--- src/rtl/fetch_pkg.sv ---
// -----------------------------------------------------------------------------
// fetch_pkg
// Shared types and constants for the instruction fetch unit.
//   ADDR_W / INST_W : address and instruction word widths
//   DEPTH           : instruction buffer depth (2 when FETCH_BUF2_EN is defined,
//                     otherwise 1)
//   CNT_W           : width of the buffer occupancy counter
//   fetch_state_e   : fetch FSM states
//   fetch_entry_t   : one buffered instruction with its address
// Build option: FETCH_BUF2_EN selects the two-entry buffer.
// -----------------------------------------------------------------------------
package fetch_pkg;

  localparam int ADDR_W = 16;
  localparam int INST_W = 16;

`ifdef FETCH_BUF2_EN
  localparam int DEPTH = 2;
`else
  localparam int DEPTH = 1;
`endif

  localparam int CNT_W = $clog2(DEPTH + 1);

  typedef enum logic [1:0] {
    ST_START = 2'd0,
    ST_REQ   = 2'd1,
    ST_WAIT  = 2'd2,
    ST_DROP  = 2'd3
  } fetch_state_e;

  typedef struct packed {
    logic [INST_W-1:0] data;
    logic [ADDR_W-1:0] pc;
  } fetch_entry_t;

  // Sequential fetch address; the natural 16-bit overflow gives the wrap.
  function automatic logic [ADDR_W-1:0] pc_advance(input logic [ADDR_W-1:0] cur_pc,
                                                   input logic [ADDR_W-1:0] inc);
    return cur_pc + inc;
  endfunction

endpackage

--- src/rtl/inst_fifo.sv ---
// -----------------------------------------------------------------------------
// inst_fifo
// Small in-order instruction buffer between fetch and decode. Entry 0 is
// always the head, so the head outputs come straight from registers.
// Ports:
//   clk, rst_n     : clock, asynchronous active-low reset
//   push_i         : write push_entry_i at the tail
//   push_entry_i   : instruction word + its address
//   pop_i          : remove the head entry
//   flush_i        : discard all entries (overrides push and pop)
//   count_o        : number of valid entries
//   head_data_o    : head instruction word
//   head_pc_o      : head instruction address
// Depth follows fetch_pkg::DEPTH (FETCH_BUF2_EN build option).
// -----------------------------------------------------------------------------
module inst_fifo
  import fetch_pkg::*;
(
  input  logic              clk,
  input  logic              rst_n,
  input  logic              push_i,
  input  fetch_entry_t      push_entry_i,
  input  logic              pop_i,
  input  logic              flush_i,
  output logic [CNT_W-1:0]  count_o,
  output logic [INST_W-1:0] head_data_o,
  output logic [ADDR_W-1:0] head_pc_o
);

  fetch_entry_t     ent_q [DEPTH];
  fetch_entry_t     ent_d [DEPTH];
  logic [CNT_W-1:0] count_q;
  logic [CNT_W-1:0] count_d;
  logic             do_pop_s;
  logic             do_push_s;
  logic [CNT_W-1:0] wr_idx_s;

  // Next buffer contents: shift on pop, then write the tail slot on push.
  always_comb begin
    for (int i = 0; i < DEPTH; i++) begin
      ent_d[i] = ent_q[i];
    end
    count_d   = count_q;
    do_pop_s  = pop_i && (count_q != {CNT_W{1'b0}});
    // A push into a full buffer is only legal when the head leaves this cycle.
    do_push_s = push_i && ((count_q < CNT_W'(DEPTH)) || do_pop_s);
    wr_idx_s  = do_pop_s ? (count_q - CNT_W'(1)) : count_q;

    if (flush_i) begin
      count_d = {CNT_W{1'b0}};
    end else begin
      for (int i = 0; i < DEPTH - 1; i++) begin
        ent_d[i] = do_pop_s ? ent_q[i+1] : ent_q[i];
      end
      for (int i = 0; i < DEPTH; i++) begin
        ent_d[i] = (do_push_s && (CNT_W'(i) == wr_idx_s)) ? push_entry_i : ent_d[i];
      end
      count_d = count_q + CNT_W'(do_push_s) - CNT_W'(do_pop_s);
    end
  end

  // Buffer storage and occupancy register.
  always_ff @(posedge clk or negedge rst_n) begin
    if (!rst_n) begin
      for (int i = 0; i < DEPTH; i++) begin
        ent_q[i] <= '{data: {INST_W{1'b0}}, pc: {ADDR_W{1'b0}}};
      end
      count_q <= {CNT_W{1'b0}};
    end else begin
      for (int i = 0; i < DEPTH; i++) begin
        ent_q[i] <= ent_d[i];
      end
      count_q <= count_d;
    end
  end

  assign count_o     = count_q;
  assign head_data_o = ent_q[0].data;
  assign head_pc_o   = ent_q[0].pc;

endmodule

--- src/rtl/fetch_unit.sv ---
// -----------------------------------------------------------------------------
// fetch_unit
// Instruction fetch stage: issues one outstanding request at a time to the
// instruction memory, buffers returned words for decode, and handles
// redirects (jumps) by flushing the buffer and discarding stale responses.
// Parameters:
//   RESET_PC : fetch address after reset
//   PC_INC   : address step per fetched word
// Ports:
//   clk, rst_n                    : clock, asynchronous active-low reset
//   jump_en, jump_addr            : redirect request and target
//   imem_req, imem_addr, imem_gnt : request handshake to instruction memory
//   imem_rvalid, imem_rdata       : in-order read response
//   inst_valid, inst_ready        : handshake to decode
//   inst, inst_pc                 : head instruction and its address
//   pc                            : next fetch address
// Build option: FETCH_BUF2_EN enables a two-entry buffer so the next fetch can
// be in flight while one instruction waits for decode.
// -----------------------------------------------------------------------------
module fetch_unit
  import fetch_pkg::*;
#(
  parameter logic [ADDR_W-1:0] RESET_PC = 16'h0000,
  parameter logic [ADDR_W-1:0] PC_INC   = 16'h0001
) (
  input  logic              clk,
  input  logic              rst_n,
  input  logic              jump_en,
  input  logic [ADDR_W-1:0] jump_addr,
  output logic              imem_req,
  output logic [ADDR_W-1:0] imem_addr,
  input  logic              imem_gnt,
  input  logic              imem_rvalid,
  input  logic [INST_W-1:0] imem_rdata,
  output logic              inst_valid,
  input  logic              inst_ready,
  output logic [INST_W-1:0] inst,
  output logic [ADDR_W-1:0] inst_pc,
  output logic [ADDR_W-1:0] pc
);

  fetch_state_e      state_q;
  fetch_state_e      state_d;
  logic [ADDR_W-1:0] pc_q;
  logic [ADDR_W-1:0] pc_d;
  logic [ADDR_W-1:0] req_pc_q;
  logic [ADDR_W-1:0] req_pc_d;

  logic [CNT_W-1:0]  fifo_count_s;
  logic              buf_free_s;
  logic              inst_valid_s;
  logic              imem_req_s;
  logic              grant_s;
  logic              push_s;
  logic              pop_s;
  logic              flush_s;
  fetch_entry_t      push_entry_s;

  // Occupancy is registered inside the buffer, so the request never depends
  // on this cycle's pop.
  assign buf_free_s   = (fifo_count_s < CNT_W'(DEPTH));
  assign inst_valid_s = (fifo_count_s != {CNT_W{1'b0}});

  // State, fetch address and in-flight request address registers.
  always_ff @(posedge clk or negedge rst_n) begin
    if (!rst_n) begin
      state_q  <= ST_START;
      pc_q     <= RESET_PC;
      req_pc_q <= {ADDR_W{1'b0}};
    end else begin
      state_q  <= state_d;
      pc_q     <= pc_d;
      req_pc_q <= req_pc_d;
    end
  end

  // Next-state logic of the fetch FSM.
  always_comb begin
    state_d = state_q;
    case (state_q)
      ST_START: begin
        // Any response arriving here belongs to a request abandoned by reset.
        state_d = ST_REQ;
      end
      ST_REQ: begin
        if (grant_s) begin
          // A jump in the grant cycle makes the just-issued fetch stale.
          state_d = jump_en ? ST_DROP : ST_WAIT;
        end else begin
          state_d = ST_REQ;
        end
      end
      ST_WAIT: begin
        if (imem_rvalid) begin
          state_d = ST_REQ;
        end else if (jump_en) begin
          state_d = ST_DROP;
        end else begin
          state_d = ST_WAIT;
        end
      end
      ST_DROP: begin
        if (imem_rvalid) begin
          state_d = ST_REQ;
        end else begin
          state_d = ST_DROP;
        end
      end
      default: begin
        state_d = ST_START;
      end
    endcase
  end

  // Output and datapath control of the fetch FSM.
  always_comb begin
    imem_req_s = 1'b0;
    push_s     = 1'b0;
    case (state_q)
      ST_REQ: begin
        imem_req_s = buf_free_s;
      end
      ST_WAIT: begin
        // A response racing a jump is stale and is dropped.
        push_s = imem_rvalid && !jump_en;
      end
      ST_START, ST_DROP: begin
        imem_req_s = 1'b0;
        push_s     = 1'b0;
      end
      default: begin
        imem_req_s = 1'b0;
        push_s     = 1'b0;
      end
    endcase

    grant_s = imem_req_s && imem_gnt;
    flush_s = jump_en;
    // Flush wins over a simultaneous pop.
    pop_s   = inst_valid_s && inst_ready && !jump_en;

    pc_d     = pc_q;
    req_pc_d = req_pc_q;
    if (jump_en) begin
      pc_d = jump_addr;
    end else if (grant_s) begin
      pc_d     = pc_advance(pc_q, PC_INC);
      req_pc_d = pc_q;
    end else begin
      pc_d     = pc_q;
      req_pc_d = req_pc_q;
    end
  end

  assign push_entry_s = '{data: imem_rdata, pc: req_pc_q};

  inst_fifo u_inst_fifo (
    .clk          (clk),
    .rst_n        (rst_n),
    .push_i       (push_s),
    .push_entry_i (push_entry_s),
    .pop_i        (pop_s),
    .flush_i      (flush_s),
    .count_o      (fifo_count_s),
    .head_data_o  (inst),
    .head_pc_o    (inst_pc)
  );

  assign imem_req   = imem_req_s;
  assign imem_addr  = pc_q;
  assign inst_valid = inst_valid_s;
  assign pc         = pc_q;

endmodule

--- config.mk ---
export PLATFORM = sky130hd
export DESIGN_NAME = fetch_unit
export DESIGN_NICKNAME = d
export VERILOG_FILES = /design/src/rtl/fetch_pkg.sv /design/src/rtl/inst_fifo.sv /design/src/rtl/fetch_unit.sv
export SDC_FILE = /design/constraint.sdc
export NUM_CORES = 1
export LEC_CHECK = 0
export BUFFER_PORTS_ARGS = -buffer_cell sky130_fd_sc_hd__buf_2
export CAP_MARGIN = 40
export CELL_PAD_IN_SITES_DETAIL_PLACEMENT = 0
export CELL_PAD_IN_SITES_GLOBAL_PLACEMENT = 2
export CORE_MARGIN = 3
export CORE_UTILIZATION = 29
export DETAILED_ROUTE_END_ITERATION = 8
export PLACE_DENSITY = 0.77
export SLEW_MARGIN = 10
export SYNTH_ARGS = -nofsm -noshare
export SYNTH_HDL_FRONTEND = slang
export SYNTH_HIERARCHICAL = 1
export SYNTH_SLANG_ARGS = --single-unit
--- constraint.sdc ---
create_clock -name clk -period 1.7 [get_ports clk]
set_input_delay 0.255 -clock clk [delete_from_list [all_inputs] [get_ports clk]]
set_output_delay 0.255 -clock clk [all_outputs]
set_load 0.02 [all_outputs]
# Yosys cells after proc, flatten, opt, wreduce, memory -nomap -nowiden
# Index checks and enable logic that the tools add are counted.
word_totals:
  register_bits: 67
  inputBits: 38
  ram_bits: 0
  wordCells: 40
  n_memories: 0
  latchBits: 0
  mem_bits_ro: 0
  output_inout_bits: 66
classes:
  n_reduce_logical: 13
  n_eq_ne: 3
  muxes: 11
  n_mul: 0
  n_shift: 0
  div: 0
  addsub: 4
  order_cmp: 1
  bitwise: 2
ops:
  columns: ["cell", "n"]
  rows:
  - ["2-to-1 mux 16 bit", 2]
  - ["adder 16 x 1 -> 16 bit, second input constant", 1]
  - ["one-hot mux 2 bit (4 select lines)", 1]
  - ["logical AND 1 bit", 7]
  - ["2-to-1 mux 2 bit", 3]
  - ["2-to-1 mux 1 bit", 5]
  - ["== test 2 bit, second input constant", 2]
  - ["AND reduction 2 bit", 2]
  - ["== test 2 x 1 -> 1 bit, second input constant", 1]
  - ["logical NOT 2 bit", 1]
  - ["inverter 1 bit", 2]
  - ["nonzero test 2 bit", 1]
  - ["adder 1 bit", 1]
  - ["logical NOT 1 bit", 1]
  - ["logical OR 1 bit", 1]
  - ["< comparator 1 bit, second input constant", 1]
  - ["subtractor 1 bit", 1]
  - ["subtractor 1 bit, second input constant", 1]

# Logic depth before layout (Yosys ltp)
logic_depth:
  depth_word: 8
  mapped_depth: 6
  ltp_nobuf: 5

# By module
# The synthesis kept the hierarchy.
by_module_without_submodules:
  columns: ["mod", "n_inst", "seq_area_each_um2", "area_each_um2", "cells_each"]
  rows:
  - ["fetch_unit", 1, 850.8, 1757.9, 165]
  - ["inst_fifo", 1, 825.8, 1260.0, 72]

# Worst setup path after synthesis
# Ideal clock, no wire load.
synth_timing:
  kind: "input-to-reg"
  startpoint: "input port jump_en"
  endpoint: "register u_inst_fifo.ent_q, in the netlist u_inst_fifo/head_data_o[0]"
  cell_stages: 5
  t_arrival_ns: 1.653
  required_ns: 1.575
  path_slack_ns: -0.077
  setup_ns: 0.125
  path_buffers: 2
  cell_sequence: "clkbuf_1 -> nor4b_1 -> nor3b_4 -> buf_6 -> mux2_2"
synth_via:
  word_cells_on_any_way: 12
  classes_between: "mux (2); bitwise (2); reduce/logical (8)"
synth_lines:
  columns: ["item", "line", "source"]
  rows:
  - ["from (decl)", "fetch_unit.sv:28", "input logic jump_en,"]
  - ["logical NOT 1 bit", "fetch_unit.sv:125", "push_s = imem_rvalid && !jump_en;"]
  - ["logical AND 1 bit", "fetch_unit.sv:125", null]
  - ["2-to-1 mux 1 bit", "fetch_unit.sv:119", "case (state_q)"]
  - ["net push_s", "fetch_unit.sv:54", "logic push_s;"]
  - ["logical AND 1 bit", "inst_fifo.sv:46", "do_push_s = push_i && ((count_q < CNT_W'(DEPTH)) || do_pop_s);"]
  - ["logical AND 1 bit", "inst_fifo.sv:56", "ent_d[i] = (do_push_s && (CNT_W'(i) == wr_idx_s)) ? push_entry_i : ent_d[i];"]
  - ["AND reduction 2 bit (no line)", null, null]
  - ["to (signal, indexed assignment)", "inst_fifo.sv:66", "ent_q[i] <= '{data: {INST_W{1'b0}}, pc: {ADDR_W{1'b0}}};"]
  - ["to (signal, indexed assignment)", "inst_fifo.sv:71", "ent_q[i] <= ent_d[i];"]
  - ["to (decl)", "inst_fifo.sv:30", "fetch_entry_t ent_q [DEPTH];"]
# The timed path passes the listed nets, and every way through them passes these cells.
# A chain may end at the register's enable or synchronous reset.

# Worst setup path after layout
layout_timing:
  startpoint: "register state_q[1]"
  endpoint: "register u_inst_fifo.ent_q, in the netlist u_inst_fifo/head_pc_o[9]"
layout_via:
  elab_chain_len: 5
layout_lines:
  columns: ["item", "line", "source"]
  rows:
  - ["from (decl)", "fetch_unit.sv:42", "fetch_state_e state_q;"]
  - ["from (signal assigned)", "fetch_unit.sv:71", "state_q <= state_d;"]
  - ["== test 2 bit", "fetch_unit.sv:119", null]
  - ["2-to-1 mux 1 bit", "fetch_unit.sv:119", null]
  - ["net push_s", "fetch_unit.sv:54", null]
  - ["logical AND 1 bit", "inst_fifo.sv:46", null]
  - ["logical AND 1 bit", "inst_fifo.sv:56", null]
  - ["AND reduction 2 bit (no line)", null, null]
# The timed path passes the listed nets, and every way through them passes these cells.

==> results_dict.tcl <==
set metrics [dict create \
    ys_seq_elements 67 \
    cts_root_buffer "clkbuf_8" \
    yosysTopAreaCellShare_pct 55.6 \
    synthToLayoutAreaGrowth_pct 37.6 \
    syn-num-nets 276 \
    pwr-share-seq_pct 45.0 \
    rsz0062_at_grt "true" \
    via_count 2230 \
    worstMarginPinSlew_ns 0.395 \
    maxCapViolCount 0 \
    drc 0 \
    syn_area_sq_um 3020 \
    io_buffers 103 \
    yosysWarnings 6 \
    dieArea_sq_um 11700 \
    grt_max_degree 40 \
    power_switching_mw 1.59 \
    synth_area_leaders "dfrtp_1, mux2_2, buf_4" \
    avgSynthCellArea_sq_um 12.7 \
    power_density_nw_per_um2 1180 \
    dp_slack_ns -0.0396 \
    finalPower_mw 4.91 \
    required_ns 1.92 \
    wl_per_cell_um 15.0 \
    timing.hold.ws_ns 0.128 \
    irDropWorstVdd_mv 0.371 \
    crit_arrival_ns 1.95 \
    drive_gt1_share_pct 57.3 \
    track_usage_pct 12.2 \
    status "finished with violations" \
    first_global_vias 2022 \
    synthCells 237 \
    drtPass1Iterations 4 \
    synth_cell_types 39 \
    synth_common_cells "dfrtp_1, mux2_2, nand2_1" \
    ctsLongestPathBuffers 2 \
    coreArea_sq_um 9950 \
    combPwrFrac_pct 31.4 \
    p_int_mw 3.33 \
    fillCellCount 987 \
    ant_nets 0 \
    clockPowerShare_pct 23.6 \
    io_pins 104 \
    drt-total-wl_mm 7.42 \
    yosysMostFrequentCell "dfrtp_1" \
    grt_pass1_wl_mm 10.8 \
    place_congestion 0.679 \
    h-tree-depth 3 \
    synthFlopType "dfrtp_1" \
    min-delay-path-class "primary input to register" \
    cp_max_fo 7 \
    die_height_um 108 \
    leakagePower_nw 2.06 \
    max_freq_mhz 579 \
    hpwlAfterDp_mm 5.10 \
    slew_headroom_pct 73.7 \
    min_period_over_period_pct 102 \
    finalHoldViolCount 0 \
    period_minus_slack_ns 1.73 \
    synth_seq_area_share_pct 55.6 \
    setup_viol 26 \
    antenna_found_initial 0 \
    synth_edf_count 0 \
    rows 36 \
    crit_type "register to register" \
    worst_slack_ns -0.0281 \
    path_clk_slew_ns 0.07 \
    netSwitchingFraction_pct 32.3 \
    crit_path_start_kind "register" \
    cts_tree "built" \
    cts_buffers 9 \
    die_x_um 108 \
    fin_skew_ns 0.00709 \
    critical_path.endpoint_type "register" \
    numClockSinks 67 \
    initialDrtViolationCount 70 \
    yosysTopAreaCell "dfrtp_1" \
    slew_viol_final 0 \
    async_reset_ff_share_pct 100 \
    vias_per_cell 4.51 \
    fin_nets 397 \
    clk_latency_ns 0.34 \
    grt-ovfl-total 0 \
    violations "setup timing" \
    antenna_cells 0 \
    start_util_pct 30.3 \
    post-route-util_pct 41.7 \
]
registers in the layout, indices dropped and copies added (netlist names):
name / count
imem_addr: 16
req_pc_q: 16
state_q: 2
u_inst_fifo/count_o: 1
u_inst_fifo/head_data_o: 16
u_inst_fifo/head_pc_o: 16
logic make-up (layout without fill, tap and decap cells):
family | count (synthesis) | after routing | share of synthesized area, %
AND/OR/NAND/NOR | 56 | 56 | 11.6
multiplexers | 48 | 48 | 17.8
AO/OA/AOI/OAI | 24 | 24 | 4.85
adder cells (fa/ha/maj) | 1 | 1 | 0.415
flip-flops | 67 | 67 | 55.6
XOR/XNOR | 10 | 10 | 2.90
buffers and inverters | 31 | 155 | 6.88
critical path, stage by stage (launching register included):
cell and delay (ns):
dfrtp_1 0.39, inv_2 0.06, nor4b_4 0.28, nor3b_4 0.22
buf_6 0.17, clkbuf_16 0.18, mux2_4 0.30
routing by layer:
metal / GRT usage, % / part of all wire (%) / vias to the layer above
met5: 0 / 0 / -
met4: 6.76 / 1.9 / 0
met3: 3.28 / 6.1 / 10
met2: 18.3 / 45 / 67
met1: 15.9 / 47 / 1096
li1: - / - / 1057
worst paths after layout:
| check | start | to | slack [ns] | cells past startpoint |
|---|---|---|---|---|
| setup / recovery | state_q[1] | u_inst_fifo/head_pc_o[9] | -0.03 | 6 |
| hold / removal | jump_addr[4] | imem_addr[4] | 0.13 | 3 |
| setup reg to reg | state_q[1] | u_inst_fifo/head_pc_o[9] | -0.03 | 6 |
| hold reg to reg | req_pc_q[7] | req_pc_q[7] | 0.48 | 2 |
| max in group asynchronous | rst_n | req_pc_q[7] | 0.78 | 3 |
| min in group asynchronous | rst_n | state_q[0] | 0.38 | 2 |
layout by cell type, fill, tap and decap left out, drive strengths merged, types with 2 or more instances in the layout:
master and count:
dfrtp 67, a22oi 2, nor2 7, nor2b 2, o21ai 16, xnor2 8, xor2 2, mux2 45
nor3 6, nand2 19, nor4 4, a31oi 2, buf 132, nor3b 2, mux2i 3, clkbuf 14
nand3 5, nand4 4, inv 6
final cells by class:
| cell class | instances | area (sq um) | area share, % |
|---|---|---|---|
| Timing Repair Buffer | 135 | 852 | 20.5 |
| Sequential cell | 67 | 1680 | 40.4 |
| Clock buffer | 12 | 155 | 3.73 |
| Tap cell | 133 | 166 | 4.01 |
| Multi-Input combinational cell | 139 | 1270 | 30.5 |
| Inverter | 6 | 22.5 | 0.542 |
| Clock inverter | 2 | 12.5 | 0.301 |
repair_timing:
| item | CTS | global route |
|---|---|---|
| pin swaps | 1 | 2 |
| endpoints found under the setup margin | 28 | 34 |
| gates cloned | 0 | 3 |
| buffers inserted | 1 | 3 |
| hold endpoints to repair | 28 | 0 |
| resized for setup | 1 | 34 |
| hold buffers | 1 | 0 |
power groups by stage:
stage	clock network [mW]	logic, mW	registers (mW)
after floorplan	0	0.611	2.53
after global placement	0	1.41	2.22
after detailed placement	0	1.43	2.23
after CTS	1.21	1.44	2.20
after global routing	1.29	1.66	2.27
final	1.16	1.54	2.21
through the flow:
stage               cells  area (sq um)  setup TNS [ns]
floorplan             237          3030               0
global placement      472          3750         -0.0251
detailed placement    472          3750          -0.227
CTS                   488          3940          -0.530
global route          494          4150           -2.34
finish                494          4150          -0.414
(Power assumes the default switching activity.)
